## src/rtl/rrarbx_pkg.sv

```systemverilog
// rrarbx_pkg: shared definitions for the rrarbx round-robin arbiter.
// Holds the two-state FSM encoding and a helper that derives the grant
// index width from the requester count, so a parent can size IDXWID.
package rrarbx_pkg;

  // Arbiter states, one bit wide: waiting for requests, or holding a grant.
  typedef enum logic {
    RRARB_IDLE  = 1'b0,
    RRARB_GRANT = 1'b1
  } rrarb_state_e;

  // Smallest index width w (at least 1) with 2^w >= nreq.
  function automatic int rrarb_idxwid(input int nreq);
    int w;
    w = 1;
    while ((1 << w) < nreq) begin
      w++;
    end
    return w;
  endfunction

endpackage

```

## src/rtl/rrarbx_if.sv

```systemverilog
// rrarbx_if: request/grant bundle between the requester array (master)
// and the round-robin arbiter (slave).
interface rrarbx_if #(
  parameter int NREQ   = 48,
  parameter int IDXWID = 6
);

  logic [NREQ-1:0]   req;
  logic              done;
  logic              gnt_vld;
  logic [IDXWID-1:0] gnt_idx;
  logic              busy;

  modport master (
    output req,
    output done,
    input  gnt_vld,
    input  gnt_idx,
    input  busy
  );

  modport slave (
    input  req,
    input  done,
    output gnt_vld,
    output gnt_idx,
    output busy
  );

endinterface

```

## src/rtl/rrarbx_ffsx.sv

```systemverilog
// ffsx: combinational rotate-masked find-first-set.
// Finds the first set bit of i_req at or above i_start, wrapping from
// NREQ-1 back to 0. The request vector is laid out twice side by side and
// the lower copy has every bit below i_start cleared; a plain LSB-first
// priority encode of that double-width vector then lands either on a bit
// at/above the start (lower copy) or on a wrapped bit (upper copy), which
// avoids building a variable rotator.
module ffsx #(
  parameter int NREQ   = 48,
  parameter int IDXWID = 6
) (
  input  logic [NREQ-1:0]   i_req,
  input  logic [IDXWID-1:0] i_start,
  output logic              o_found,
  output logic [IDXWID-1:0] o_idx
);

  logic [2*NREQ-1:0] w_dbl;
  logic [2*NREQ-1:0] w_masked;

  assign w_dbl = {i_req, i_req};

  // Clear the lower-copy bits that sit below the search start.
  always_comb begin
    w_masked = w_dbl;
    for (int i = 0; i < NREQ; i++) begin
      if (i < int'(i_start)) begin
        w_masked[i] = 1'b0;
      end
    end
  end

  // LSB-first priority encode; upper-copy hits fold back by NREQ.
  always_comb begin
    o_found = 1'b0;
    o_idx   = '0;
    for (int i = 2*NREQ-1; i >= 0; i--) begin
      if (w_masked[i]) begin
        o_found = 1'b1;
        if (i >= NREQ) begin
          o_idx = IDXWID'(i - NREQ);
        end else begin
          o_idx = IDXWID'(i);
        end
      end
    end
  end

endmodule

```

## src/rtl/rrarbx.sv

```systemverilog
// rrarbx: parameterized round-robin arbiter.
// Picks one of NREQ requesters, searching upward from one past the last
// winner, and holds the grant until the owner raises done. The winner is
// presented as a registered binary index plus valid; busy mirrors valid.
// IDXWID must satisfy 2^IDXWID >= NREQ so every index fits.
// Optional feature macro: RRARB_BACK2BACK_EN -- when defined, done with
// other requesters pending re-arbitrates immediately (owner excluded)
// instead of passing through an idle cycle.
module rrarbx
  import rrarbx_pkg::*;
#(
  parameter int NREQ   = 48,
  parameter int IDXWID = rrarb_idxwid(NREQ)
) (
  input logic     clk,
  input logic     rst,
  rrarbx_if.slave bus
);

  localparam logic [IDXWID-1:0] LastIdx = IDXWID'(NREQ - 1);

  rrarb_state_e      r_state;
  rrarb_state_e      w_nextState;
  logic [IDXWID-1:0] r_ptr;
  logic [IDXWID-1:0] w_nextPtr;
  logic              r_gntVld;
  logic              w_nextGntVld;
  logic [IDXWID-1:0] r_gntIdx;
  logic [IDXWID-1:0] w_nextGntIdx;

  logic [IDXWID-1:0] w_start;
  logic [NREQ-1:0]   w_searchReq;
  logic              w_found;
  logic [IDXWID-1:0] w_winIdx;

  // Search begins one past the pointer, wrapping at NREQ (not 2^IDXWID).
  assign w_start = (r_ptr == LastIdx) ? '0 : (r_ptr + IDXWID'(1));

`ifdef RRARB_BACK2BACK_EN
  logic [NREQ-1:0] w_ownerBit;

  // While granting, the owner's own request is hidden from re-arbitration.
  assign w_ownerBit  = NREQ'(1) << r_gntIdx;
  assign w_searchReq = (r_state == RRARB_GRANT) ? (bus.req & ~w_ownerBit) : bus.req;
`else
  assign w_searchReq = bus.req;
`endif

  ffsx #(
    .NREQ   (NREQ),
    .IDXWID (IDXWID)
  ) u_ffsx (
    .i_req   (w_searchReq),
    .i_start (w_start),
    .o_found (w_found),
    .o_idx   (w_winIdx)
  );

  // Next-state, pointer and output decisions; hold everything by default.
  always_comb begin
    w_nextState  = r_state;
    w_nextPtr    = r_ptr;
    w_nextGntVld = r_gntVld;
    w_nextGntIdx = r_gntIdx;
    case (r_state)
      RRARB_IDLE: begin
        if (w_found) begin
          w_nextState  = RRARB_GRANT;
          w_nextGntVld = 1'b1;
          w_nextGntIdx = w_winIdx;
          w_nextPtr    = w_winIdx;
        end else begin
          w_nextGntVld = 1'b0;
        end
      end
      RRARB_GRANT: begin
        if (bus.done) begin
`ifdef RRARB_BACK2BACK_EN
          if (w_found) begin
            w_nextState  = RRARB_GRANT;
            w_nextGntVld = 1'b1;
            w_nextGntIdx = w_winIdx;
            w_nextPtr    = w_winIdx;
          end else begin
            w_nextState  = RRARB_IDLE;
            w_nextGntVld = 1'b0;
          end
`else
          w_nextState  = RRARB_IDLE;
          w_nextGntVld = 1'b0;
`endif
        end
      end
      default: begin
        w_nextState  = RRARB_IDLE;
        w_nextGntVld = 1'b0;
      end
    endcase
  end

  // State, pointer and output registers; reset parks the pointer on the
  // last requester so requester 0 wins the first search.
  always_ff @(posedge clk) begin
    if (rst) begin
      r_state  <= RRARB_IDLE;
      r_ptr    <= LastIdx;
      r_gntVld <= 1'b0;
      r_gntIdx <= '0;
    end else begin
      r_state  <= w_nextState;
      r_ptr    <= w_nextPtr;
      r_gntVld <= w_nextGntVld;
      r_gntIdx <= w_nextGntIdx;
    end
  end

  assign bus.gnt_vld = r_gntVld;
  assign bus.gnt_idx = r_gntIdx;
  assign bus.busy    = r_gntVld;

endmodule

```

## src/flat_wrapper.sv

```systemverilog
// flat-port wrapper written by rule: the top's interface ports become plain ports
module rrarbx_flat import rrarbx_pkg::*;
#(
  parameter int NREQ   = 48,
  parameter int IDXWID = rrarb_idxwid(NREQ)
)
  (clk, rst, bus_req, bus_done, bus_gnt_vld, bus_gnt_idx, bus_busy);
  rrarbx_if #(.NREQ(NREQ), .IDXWID(IDXWID)) bus_i ();
  input logic clk;
  input logic rst;
  input wire logic [$bits(bus_i.req)-1:0] bus_req;
  input wire logic [$bits(bus_i.done)-1:0] bus_done;
  output wire logic [$bits(bus_i.gnt_vld)-1:0] bus_gnt_vld;
  output wire logic [$bits(bus_i.gnt_idx)-1:0] bus_gnt_idx;
  output wire logic [$bits(bus_i.busy)-1:0] bus_busy;
  assign bus_i.req = bus_req;
  assign bus_i.done = bus_done;
  assign bus_gnt_vld = bus_i.gnt_vld;
  assign bus_gnt_idx = bus_i.gnt_idx;
  assign bus_busy = bus_i.busy;
  rrarbx #(.NREQ(NREQ), .IDXWID(IDXWID)) u_core (.clk(clk), .rst(rst), .bus(bus_i));
endmodule
```

## config.mk

```make
export PLATFORM = sky130hd
export DESIGN_NAME = rrarbx_flat
export DESIGN_NICKNAME = d
export VERILOG_FILES = /design/src/rtl/rrarbx_pkg.sv /design/src/rtl/rrarbx_if.sv /design/src/rtl/rrarbx_ffsx.sv /design/src/rtl/rrarbx.sv /design/src/flat_wrapper.sv
export SDC_FILE = /design/constraint.sdc
export NUM_CORES = 1
export LEC_CHECK = 0
export BUFFER_PORTS_ARGS = -buffer_cell sky130_fd_sc_hd__buf_2
export CORE_AREA = 2 2 99 101
export CTS_BUF_LIST = sky130_fd_sc_hd__clkbuf_4 sky130_fd_sc_hd__clkbuf_8 sky130_fd_sc_hd__clkbuf_16
export DETAILED_ROUTE_END_ITERATION = 10
export DIE_AREA = 0 0 101 103
export GPL_TIMING_DRIVEN = 0
export PLACE_DENSITY = 0.45
export RECOVER_POWER = 50
export SLEW_MARGIN = 40
export SYNTH_ARGS = -nofsm -noshare
export SYNTH_HDL_FRONTEND = slang
export SYNTH_HIERARCHICAL = 1
export SYNTH_SLANG_ARGS = --single-unit
```

## constraint.sdc

```tcl
create_clock -name clk -period 3 [get_ports clk]
set_input_delay 0.3 -clock clk [delete_from_list [all_inputs] [get_ports clk]]
set_output_delay 0.3 -clock clk [all_outputs]
set_load 0.005 [all_outputs]
```

==> summary.txt, run 1 <==
STA
  • Maximum clock rate: between 300 and 400 MHz
  • Setup violators final: 3
  • Min Tclk post-route: between 3000 and 4000 ps
  • Setup slack after layout: -62.9 ps
  • RSZ-0062 raised after global routing: true
  • Max-slew violations: 0
  • Worst slew pin tran: 833 ps
  • Worst slew margin: a little over two fifths
  • Final hold vios: 0
  • Final worst path period share: 102%
  • Worst Skew: 5.44 ps

Yosys
  • Seq/Total Area, Yosys: 9.58%
  • #FFs+latches synth: 13
  • Syn. warnings: 6
  • Synth Area in Adders: 1.20%
  • Syn avg cell area: 6.23 µm²
  • Post-Synth XOR/XNOR Area: 0.322%
  • Number of synthesized flops with an enable pin: 0
  • Cells after synthesis: 436
  • Post-synthesis mux area share: 0%
  • Post-synthesis simple-gate area fraction: between 30% and 40%
  • Post-synth ARST share: 0%
  • Prevailing post-synth register cell: dfxtp_1
  • Complex-gate fraction of the synthesized area: 47.0%
  • Cell variety after synth: 73
  • Post-synth net total: 488
  • Largest family of logic cells by synthesized area: compound AO/OA/AOI/OAI gates
  • Mapped cell area: about 2700 µm²

Finish
  • Non-Filler Instances: 633
  • Final net count: 572
  • Commonest non-fill, non-tap cell in the layout: buf_2
  • N_diodes: 0
  • Most frequent cells in the layout: 56 x buf_2, 46 x nand2_1, 44 x a21oi_1
  • Fillers: just over 1k
  • Layout cells sized above 1: 33.1%
  • Layout Utilization: 40.2%
  • Area Overhead vs Synth: 40.0%
  • Design Area, Final: between 3000 and 4000 µm²

Die
  • Die H: 103 µm
  • Die area: 10,400 µm²
  • Starting density of the core: 28.7%
  • Core Region: 9460 µm²
  • Die Wd: 101 µm
  • Rows: 36
  • Io pins: 59

Power and ir drop
  • Leakage Power: around 1.4 nW
  • Power Total: 4.74 mW
  • Power Dens Cells: 1250 nW/µm²
  • Worst IR Drop VDD: 466 µV

Setup path
  • Reg2reg setup slack: -60 ps
  • Worst r2r path cells: 13
  • Reg2reg end: u_core/bus.gnt_idx[0]
  • FF-to-FF Start: u_core/r_ptr[4]
  • CP Class: reg -> reg
  • Critical Path RT: 3170 ps
  • Worst setup EP type: register
  • WP data arrival: between 3000 and 4000 ps
  • Startpoint types: register
  • CP max FO: 7

Placement
  • HPWL Detailed: 10,300 µm
  • RD Place Congestion: 0.979
  • Cells after DPL: just over 600
  • Placed Area: 3140 µm²
  • Port buffer count: 56

Clock network
  • CTS max path bufs: 2
  • Clock Sink Count: 13
  • H-tree depth: 1
  • CTS clk-pin slew, worst paths: 60 ps
  • CTS Buf Count: 3
  • Clock Tree Root: clkbuf_8
  • CTS tree: yes
  • Worst-Skew Late Latency: around 240 ps

Drt
  • WL/cell: roughly 21 µm
  • DRC: 0
  • Antenna viol nets, final: 0
  • Vias/cell: 6.22
  • DRT iter0 DRCs: 373
  • DR pass1 iterations: 5
  • Routed WL: 13,600 µm
  • Routed vias: about 3.9k

Worst hold path
  • Worst Hold Depth: 2
  • Hold EP: u_core/r_state
  • Worst Hold Class: in -> reg
  • Worst min-delay path startpoint: rst

Global route
  • Grt ovf: 0
  • First-pass GRT wire length: 20,400 µm
  • Vias in the first global route: around 3.7k
  • Total Routing Usage GR: 25.2%
  • Initial antenna violation count: 0
  • Largest net degree at the start of global routing: 11

Status
  • Violated checks: negative setup slack
  • Status: complete, but fails checks

Run
  • Max_cap viols: 0
-- state kept, by name, summed over array words and instances, names as in the netlist --
signal,cells
u_core/r_state,1
u_core/bus.gnt_idx,5
u_core/bus.busy,1
u_core/r_ptr,6
-- area by class of cell --
type | instances | area (µm²) | share of cell area, %
Tap cell | 114 | 143 | 3.75
Clock buffer | 4 | 48.8 | 1.28
Buffer | 23 | 180 | 4.74
Timing Repair Buffer | 80 | 457 | 12.0
Inverter | 20 | 75.1 | 1.97
Multi-Input combinational cell | 379 | 2630 | 69.1
Sequential cell | 13 | 274 | 7.20
-- kinds of logic (layout without fill, tap and decap cells) --
logic type,Yosys count,in the layout
AOI/OAI and AO/OA,186,186
xor gates and xnor gates,1,1
adders and majority gates,3,3
buffers and inverters,44,127
DFF,13,13
and+or+nand+nor,189,189
-- critical path, cell delays in order, from the launching register on --
cell,delay [ps]
dfxtp_2,330
buf_6,140
nand2_2,70
o311ai_4,490
buf_6,220
nand2_4,60
o21ai_1,180
a31oi_2,130
o211a_1,250
a221oi_2,290
a211oi_2,140
nor4_2,350
nand2_1,170
a21oi_2,170
-- worst max-delay path by stage --
stage                         start                    end  slack (ps)
floorplan           u_core/r_ptr[0]  u_core/bus.gnt_idx[2]         300
global placement    u_core/r_ptr[0]  u_core/bus.gnt_idx[0]        -690
detailed placement  u_core/r_ptr[2]  u_core/bus.gnt_idx[0]        -670
CTS                 u_core/r_ptr[0]  u_core/bus.gnt_idx[0]         -40
global route        u_core/r_ptr[1]  u_core/bus.gnt_idx[0]        -140
finish              u_core/r_ptr[4]  u_core/bus.gnt_idx[0]         -60
-- per-stage QoR --
step / TNS [ps] / worst slack [ps] / hold WS [ps]
floorplan: 0 / 298 / 381
global placement: -4570 / -685 / 447
detailed placement: -4870 / -667 / 448
CTS: -59.2 / -36.0 / 266
global route: -545 / -137 / 289
finish: -83.5 / -62.9 / 272
-- Yosys cell counts (3+ instances only) --
master      n  area [µm²]
or4_1       4        30.0
nor4_1     10        62.6
a21oi_1    52         260
o211ai_1   13        97.6
and2_1      7        43.8
nor2_1     45         169
nand4b_1    3        26.3
inv_2       3        11.3
a211oi_1    6        45.0
nand3_1    16        80.1
or2_1       5        31.3
a221oi_1    3        26.3
nand2_1    50         188
o211a_1     6        60.1
inv_1      17        63.8
nand4_1     3        18.8
a2111oi_0   3        26.3
buf_4       4        30.0
o2111ai_1   3        26.3
buf_1       3        11.3
a31oi_1     5        31.3
nand2b_1    6        37.5
o221ai_1    3        26.3
nor3_1     13        65.1
o21a_1      5        37.5
o21ai_1    13        65.1
o31ai_1     6        45.0
clkbuf_1    8        30.0
o21ai_0    22         110
a21o_1      3        22.5
a21boi_1    6        45.0
buf_2       8        40.0
dfxtp_1    13         260
nor2b_1    12        75.1
o21bai_1    5        37.5
-- where the power goes --
part	total [mW]	internal [mW]	switching (mW)
Sequential	0.309	0.238	0.0715
Clock	0.166	0.103	0.0636
Combinational	4.27	1.70	2.57
-- timing repair --
action,CTS,global route
cloned,0,1
endpoints found under the setup margin,11,11
hold buffers,0,0
pin swaps,8,25
resized for setup,47,72
buffers inserted,7,16
-- layer usage --
| layer | vias up | share of wire (%) | routed length [µm] | GRT usage (%) |
|---|---|---|---|---|
| met1 | 1864 | 44 | 6020 | 34.2 |
| li1 | 1830 | - | - | - |
| met3 | 41 | 7.9 | 1080 | 3.73 |
| met2 | 205 | 45 | 6050 | 41.8 |
| met4 | 0 | 3.3 | 448 | 6.76 |
| met5 | - | 0 | 0 | 1.44 |
No activity file was read; power rests on OpenSTA's default activity.
==> inputs of run 2 (changes only) <==
--- a/config.mk
+++ b/config.mk
@@ -6,15 +6,14 @@
 export NUM_CORES = 1
 export LEC_CHECK = 0
 export BUFFER_PORTS_ARGS = -buffer_cell sky130_fd_sc_hd__buf_2
-export CORE_AREA = 2 2 99 101
+export CORE_AREA = 2 2 108 110
 export CTS_BUF_LIST = sky130_fd_sc_hd__clkbuf_4 sky130_fd_sc_hd__clkbuf_8 sky130_fd_sc_hd__clkbuf_16
 export DETAILED_ROUTE_END_ITERATION = 10
-export DIE_AREA = 0 0 101 103
+export DIE_AREA = 0 0 110 112
 export GPL_TIMING_DRIVEN = 0
 export PLACE_DENSITY = 0.45
 export RECOVER_POWER = 50
 export SLEW_MARGIN = 40
 export SYNTH_ARGS = -nofsm -noshare
 export SYNTH_HDL_FRONTEND = slang
-export SYNTH_HIERARCHICAL = 1
 export SYNTH_SLANG_ARGS = --single-unit
==> summary.txt, run 2 <==
Die
  • Starting density of the core: 29.6% (+0.83 points)
  • Die H: 112 µm (+8.7%)
  • Rows: 39 (+8.3%)
  • Die area: 12,300 µm² (+18%)
  • Core Region: 11,200 µm² (+18%)
  • Die Wd: 110 µm (+8.9%)
  • Io pins: 59 (unchanged)

Setup path
  • Worst setup EP type: register
  • Slowest stage cell, crit path: or3b_2
  • Startpoint types: register
  • Critical path cell sequence: buf_8 > inv_1 > ha_4 > or3b_2 > o2bb2ai_1 > a21oi_1 > o21ai_2 > or3b_4 > nor3_4 > inv_1 > o21ai_1 > a21oi_1
  • CP max FO: 10 (+3)
  • Crit-path max cell delay: 490 ps (about the same)
  • CP Class: reg -> reg
  • WP data arrival: 2980 ps (-250 ps)
  • Worst r2r path cells: 12 (-1)
  • Critical Path RT: 3100 ps (-70 ps)

STA
  • Worst Skew: 2.24 ps (-3.20 ps)
  • Final hold vios: 0 (unchanged)
  • Final worst path period share: 96.2% (-5.9 points)
  • Max-slew violations: 0 (unchanged)
  • Fin Setup TNS: 0 ps (+83.5 ps)
  • Hold Slack: 255 ps (-16.7 ps)
  • Worst slew pin tran: 711 ps (-122 ps)
  • Maximum clock rate: 347 MHz (+6.2%)
  • Worst slew margin: 52.1% (+9.1 points)
  • Setup violators final: 0 (-3)
  • Setup slack after layout: 115 ps (+178 ps)
  • Min Tclk post-route: 2880 ps (-178 ps)

Clock network
  • CTS clk-pin slew, worst paths: 50 ps (about the same)
  • Clock Sink Count: 13 (unchanged)
  • H-tree depth: 1 (unchanged)
  • CTS max path bufs: 2 (unchanged)
  • CTS Buf Count: 3 (unchanged)
  • CTS Hold Bufs: 0 (unchanged)
  • Clock Tree Root: clkbuf_16
  • Worst-Skew Late Latency: 240 ps (about the same)
  • CTS tree: yes

Drt
  • Routed WL: 16,300 µm (+20%)
  • Antenna viol nets, final: 0 (unchanged)
  • DRC: 0 (unchanged)
  • DRT iter0 DRCs: 459 (+23%)
  • Vias/cell: 6.17 (-0.94%)
  • Routed vias: 4,495 (+14%)
  • DR pass1 iterations: 7 (+2)
  • WL/cell: 22.4 µm (+4.3%)

Finish
  • Most frequent cells in the layout: 60 x buf_2, 52 x nand2_1, 46 x nor2_1
  • Multi-input logic area: 3120 µm² (+19%)
  • Area Overhead vs Synth: 32.5%
  • Final net count: 640 (+12%)
  • Layout cells sized above 1: 30.7% (-2.4 points)
  • Commonest non-fill, non-tap cell in the layout: buf_2
  • Max FFs per register: 6 (unchanged)
  • Register area: 269 µm² (-1.8%)
  • Fillers: 1,194 (+16%)
  • N_diodes: 0 (unchanged)

Yosys
  • #FFs+latches synth: 13 (unchanged)
  • Top cells by area, synth: dfxtp_1 7.9%, o21ai_0 6.7%, a21oi_1 6.2%
  • Largest area contributor in the netlist: dfxtp_1
  • Mapped cell area: 3300 µm² (+22%)
  • Number of synthesized flops with an enable pin: 0 (unchanged)
  • Seq/Total Area, Yosys: 7.88% (-1.7 points)
  • Most numerous cell in the Yosys netlist: nand2_1
  • Post-synth ARST share: 0% (unchanged)
  • Syn. warnings: 0 (-6)
  • Post-synth net total: 559 (+15%)
  • Synth top cells by count: 52 x nand2_1, 50 x nor2_1, 44 x o21ai_0
  • Cell variety after synth: 81 (+11%)
  • Cells after synthesis: 506 (+16%)
  • Syn avg cell area: 6.53 µm² (+4.7%)
  • Prevailing post-synth register cell: dfxtp_1
  • Area share of the largest cell type after synthesis: 7.88% (-1.7 points)

Power and ir drop
  • Leakage Power: 1.64 nW (+13%)
  • Power Total: 4.85 mW (+2.2%)
  • Worst IR Drop VDD: 588 µV (+26%)
  • Power Dens Cells: 1110 nW/µm² (-11%)

Worst hold path
  • Worst Hold Depth: 2 (unchanged)
  • Worst Hold Class: in -> reg

Global route
  • Total Routing Usage GR: 26.0% (+0.79 points)
  • Grt ovf: 0 (unchanged)
  • Largest net degree at the start of global routing: 11 (unchanged)
  • First-pass GRT wire length: 24,200 µm (+19%)
  • Initial antenna violation count: 0 (unchanged)
  • Vias in the first global route: 4,153 (+13%)

Status
  • Status: completed

Placement
  • Setup slack after placement: -551 ps (+115 ps)
  • Port buffer count: 58 (+3.6%)
  • HPWL Detailed: 13,100 µm (+26%)
  • RD Place Congestion: 1.01 (+3.7%)

Run
  • Max_cap viols: 0 (unchanged)
-- run 2: cell types whose count changed after synthesis, moves of 7 or more --
cell,delta
o21ai_0,+22
a21oi_1,-11
nand2b_1,+8
nand3_1,-8
a31oi_1,+7
and3_1,+7
nor3_1,+7
-- run 2: final cells by class --
| class | count | area share, % |
|---|---|---|
| clock buffer | 4 | 1.89 |
| multi-input combinational | 445 | 71.4 |
| buffer | 25 | 4.69 |
| timing repair buffer | 76 | 9.81 |
| inverter | 23 | 1.97 |
| tap | 143 | 4.09 |
| sequential | 13 | 6.15 |
-- run 2: routing by layer --
layer / GRT usage [%] / vias up / routed length, µm
met1: 37.0 / 2121 / 7300
met4: 8.35 / 0 / 612
met5: 0 / - / 0
li1: - / 2128 / -
met2: 41.2 / 208 / 7260
met3: 1.93 / 38 / 1170
-- run 2: power by group --
group	switching (mW)	total [mW]	internal (mW)
clock network	0.0716	0.260	0.188
logic	2.66	4.30	1.64
registers	0.0527	0.287	0.234
-- run 2: repair_timing --
| item | 4_1_cts | 5_1_grt |
|---|---|---|
| gates resized for setup | 31 | 71 |
| setup buffers | 9 | 9 |
| pin swaps | 10 | 24 |
| cloned | 0 | 0 |
| endpoints found under the setup margin | 11 | 11 |
| endpoints found under the hold margin | 0 | 0 |
-- run 2: stage by stage --
step | std cells | utilization, % | instance area, µm²
6_report | 729 | 39.2 | 4380
5_1_grt | 729 | 39.2 | 4380
4_1_cts | 720 | 36.1 | 4040
3_5_place_dp | 707 | 33.8 | 3780
3_3_place_gp | 707 | 33.8 | 3770
2_1_floorplan | 506 | - | 3300
-- run 2: cells by family (layout without fill, tap and decap cells) --
logic type / Yosys count / after routing / synth area share (%)
AND/OR/NAND/NOR: 221 / 221 / 36.5
AO/OA/AOI/OAI: 215 / 215 / 45.6
buffers and inverters: 48 / 128 / 7.27
flip-flops: 13 / 13 / 7.88
XOR/XNOR: 4 / 4 / 1.06
multiplexers: 3 / 3 / 0.909
adder cells (fa/ha/maj): 2 / 2 / 0.757
-- run 2: path summary, 6_finish.rpt --
check / startpoint / end / slack (ps)
worst min-delay path: rst / u_core.r_state / 250
worst max-delay path: u_core.r_ptr[0] / u_core.bus.gnt_idx[4] / 120
worst max register to register: u_core.r_ptr[0] / u_core.bus.gnt_idx[4] / 120
worst min register to register: u_core.bus.gnt_idx[3] / u_core.bus.gnt_idx[3] / 450
-- run 2: worst max-delay path: cells and delay by family, from the launching register on --
family / cells / cell delay (ps)
compound gates: 5 / 720
fa+ha+maj: 1 / 290
buf+inv: 3 / 290
flops: 1 / 370
simple gates: 3 / 1050
==> inputs of run 3 (changes only) <==
--- a/config.mk
+++ b/config.mk
@@ -11,7 +11,6 @@
 export DETAILED_ROUTE_END_ITERATION = 10
 export DIE_AREA = 0 0 110 112
 export GPL_TIMING_DRIVEN = 0
-export PLACE_DENSITY = 0.45
 export RECOVER_POWER = 50
 export SLEW_MARGIN = 40
 export SYNTH_ARGS = -nofsm -noshare
==> summary.txt, run 3 (synthesis gave the netlist of run 2 again) <==
STA
  • RSZ-0062 raised after global routing: true
  • Final worst path period share: 101% (+4.4 points)
  • Worst slew pin tran: 677 ps (-34.4 ps)
  • Hold Slack: 266 ps (+11.0 ps)
  • Max-slew violations: 0 (unchanged)
  • Final hold vios: 0 (unchanged)
  • Min Tclk post-route: 3020 ps (+132 ps)
  • Maximum clock rate: 332 MHz (-4.4%)
  • Worst Skew: 1.79 ps (-0.446 ps)
  • Setup slack after layout: -16.2 ps (-132 ps)
  • Setup violators final: 1 (+1)
  • Worst slew margin: 54.5% (+2.3 points)

Clock network
  • CTS tree: yes
  • Clock Tree Root: clkbuf_16
  • Worst-Skew Late Latency: 240 ps (about the same)
  • CTS clk-pin slew, worst paths: 40 ps (about the same)
  • CTS Buf Count: 3 (unchanged)
  • H-tree depth: 1 (unchanged)
  • CTS max path bufs: 2 (unchanged)
  • Clock Sink Count: 13 (unchanged)

Power and ir drop
  • Power Total: 4.48 mW (-7.7%)
  • Internal power: 1.88 mW (-8.7%)
  • Power Dens Cells: 1080 nW/µm² (-2.7%)
  • Worst IR Drop VDD: 506 µV (-14%)
  • Leakage Power: 1.56 nW (-4.6%)
  • Clk network pwr share: 5.7% (+0.3 points)
  • Switch share: 57.9% (+0.48 points)
  • Sequential share of power: 6.4% (+0.5 points)
  • Comb pwr share: 87.9% (-0.8 points)
  • Net Sw Power: 2.59 mW (-6.9%)

Finish
  • Layout Utilization: 37.2% (-2.0 points)
  • Max FFs per register: 6 (unchanged)
  • Final net count: 634 (-0.94%)
  • N_diodes: 0 (unchanged)
  • Non-Filler Instances: 723 (-0.82%)
  • Commonest non-fill, non-tap cell in the layout: buf_2
  • Area Overhead vs Synth: 25.7%
  • Fillers: 1,215 (+1.8%)
  • Design Area, Final: 4150 µm² (-5.1%)
  • Most frequent cells in the layout: 61 x buf_2, 52 x nand2_1, 47 x nor2_1
  • Layout cells sized above 1: 26.9% (-3.8 points)

Run
  • Max_cap viols: 0 (unchanged)

Setup path
  • CP Capture Point: u_core.r_ptr[0]
  • CP max FO: 10 (unchanged)
  • Critical path cell sequence: buf_6 > inv_1 > ha_4 > clkbuf_2 > a211oi_1 > o221ai_1 > o211ai_1 > o21ai_1 > o211ai_1 > o2111ai_1 > a21oi_2 > o21ai_1
  • CP Launch Point: u_core.r_ptr[0]
  • FF-to-FF Start: u_core.r_ptr[0]
  • WP data arrival: 3130 ps (+150 ps)
  • Worst setup EP type: register
  • Startpoint types: register
  • Reg2reg setup slack: -20 ps (-130 ps)
  • Critical Path RT: 3110 ps (about the same)
  • Slowest stage cell, crit path: dfxtp_4
  • Crit-path max cell delay: 370 ps (-120 ps)
  • Worst r2r path cells: 12 (unchanged)
  • CP Class: reg -> reg
  • Reg2reg end: u_core.r_ptr[0]

Die
  • Rows: 39 (unchanged)
  • Io pins: 59 (unchanged)
  • Starting density of the core: 29.6% (unchanged)
  • Die area: 12,300 µm² (unchanged)
  • Die H: 112 µm (unchanged)
  • Die Wd: 110 µm (unchanged)
  • Core Region: 11,200 µm² (unchanged)

Placement
  • Cells after DPL: 707 (unchanged)
  • Port buffer count: 58 (unchanged)
  • Placed Area: 3770 µm² (about the same)
  • HPWL Detailed: 12,200 µm (-7.0%)
  • RD Place Congestion: 0.995 (-2.0%)

Worst hold path
  • Worst min-delay path startpoint: rst
  • Worst Hold Class: in -> reg

Drt
  • Routed vias: 4,633 (+3.1%)
  • Vias/cell: 6.41 (+3.9%)
  • WL/cell: 21.3 µm (-5.2%)
  • DRC: 0 (unchanged)
  • DRT iter0 DRCs: 626 (+36%)
  • Antenna viol nets, final: 0 (unchanged)
  • DR pass1 iterations: 5 (-2)
  • Routed WL: 15,400 µm (-5.9%)

Global route
  • Total Routing Usage GR: 23.8% (-2.2 points)
  • Vias in the first global route: 4,133 (-0.48%)
  • Grt ovf: 0 (unchanged)
  • Initial antenna violation count: 0 (unchanged)
  • First-pass GRT wire length: 22,700 µm (-6.2%)
  • Largest net degree at the start of global routing: 11 (unchanged)

Status
  • Status: complete, but fails checks
  • Violated checks: negative setup slack
## run 3: changes by cell type in the layout (fill, tap and decap cells not counted), moves of 3 or more
cell,change
a21oi_1,+3
o21ai_0,+6
o21ai_2,-3
o21ai_1,-3
clkbuf_4,-3
buf_4,-4
## run 3: repair_timing
| item | 4_1_cts | 5_1_grt |
|---|---|---|
| buffers inserted | 6 | 6 |
| endpoints found under the hold margin | 0 | 0 |
| gates resized for setup | 26 | 32 |
| hold buffers | 0 | 0 |
| endpoints found under the setup margin | 11 | 11 |
| pin swaps | 9 | 17 |
## run 3: critical path, delay by kind of cell (launching register included)
kind	cells	cell delay, ps
buffers and inverters	3	450
adders and majority gates	1	290
DFF	1	370
AOI/OAI and AO/OA	8	1780
## run 3: routing by layer
| layer | track usage [%] | wire [µm] |
|---|---|---|
| met5 | 0 | 0 |
| met2 | 38.2 | 7030 |
| met3 | 2.22 | 1310 |
| met4 | 7.85 | 428 |
| met1 | 33.0 | 6590 |
## run 3: power groups by stage
| stage | combinational (mW) | clock [mW] | sequential, mW |
|---|---|---|---|
| 2_1_floorplan | 2.39 | 0 | 0.268 |
| 4_1_cts | 3.54 | 0.262 | 0.285 |
| 6_report | 3.93 | 0.256 | 0.288 |
| 5_1_grt | 4.15 | 0.271 | 0.298 |
| 3_3_place_gp | 3.33 | 0 | 0.278 |
| 3_5_place_dp | 3.35 | 0 | 0.281 |
## run 3: worst min path at each step
stage                            endpoint  depth (start not counted)
detailed placement  u_core.bus.gnt_idx[1]                          2
finish                     u_core.r_state                          2
CTS                        u_core.r_state                          2
global placement    u_core.bus.gnt_idx[3]                          2
floorplan                  u_core.r_state                          1
global route               u_core.r_state                          2
## run 3: metrics by stage
stage	TNS [ps]	setup slack [ps]
3_3_place_gp	-4300	-552
5_1_grt	-226	-53.3
6_report	-16.2	-16.2
3_5_place_dp	-4040	-530
4_1_cts	0	0.0469
2_1_floorplan	0	171
## run 3: cell type report
cell class	count	area [µm²]	area share (%)
buffer	25	184	4.43
clock buffer	4	82.6	1.99
inverter	23	86.3	2.08
multi-input combinational	445	2980	71.7
sequential	13	267	6.42
tap	143	179	4.31
timing repair buffer	70	375	9.04
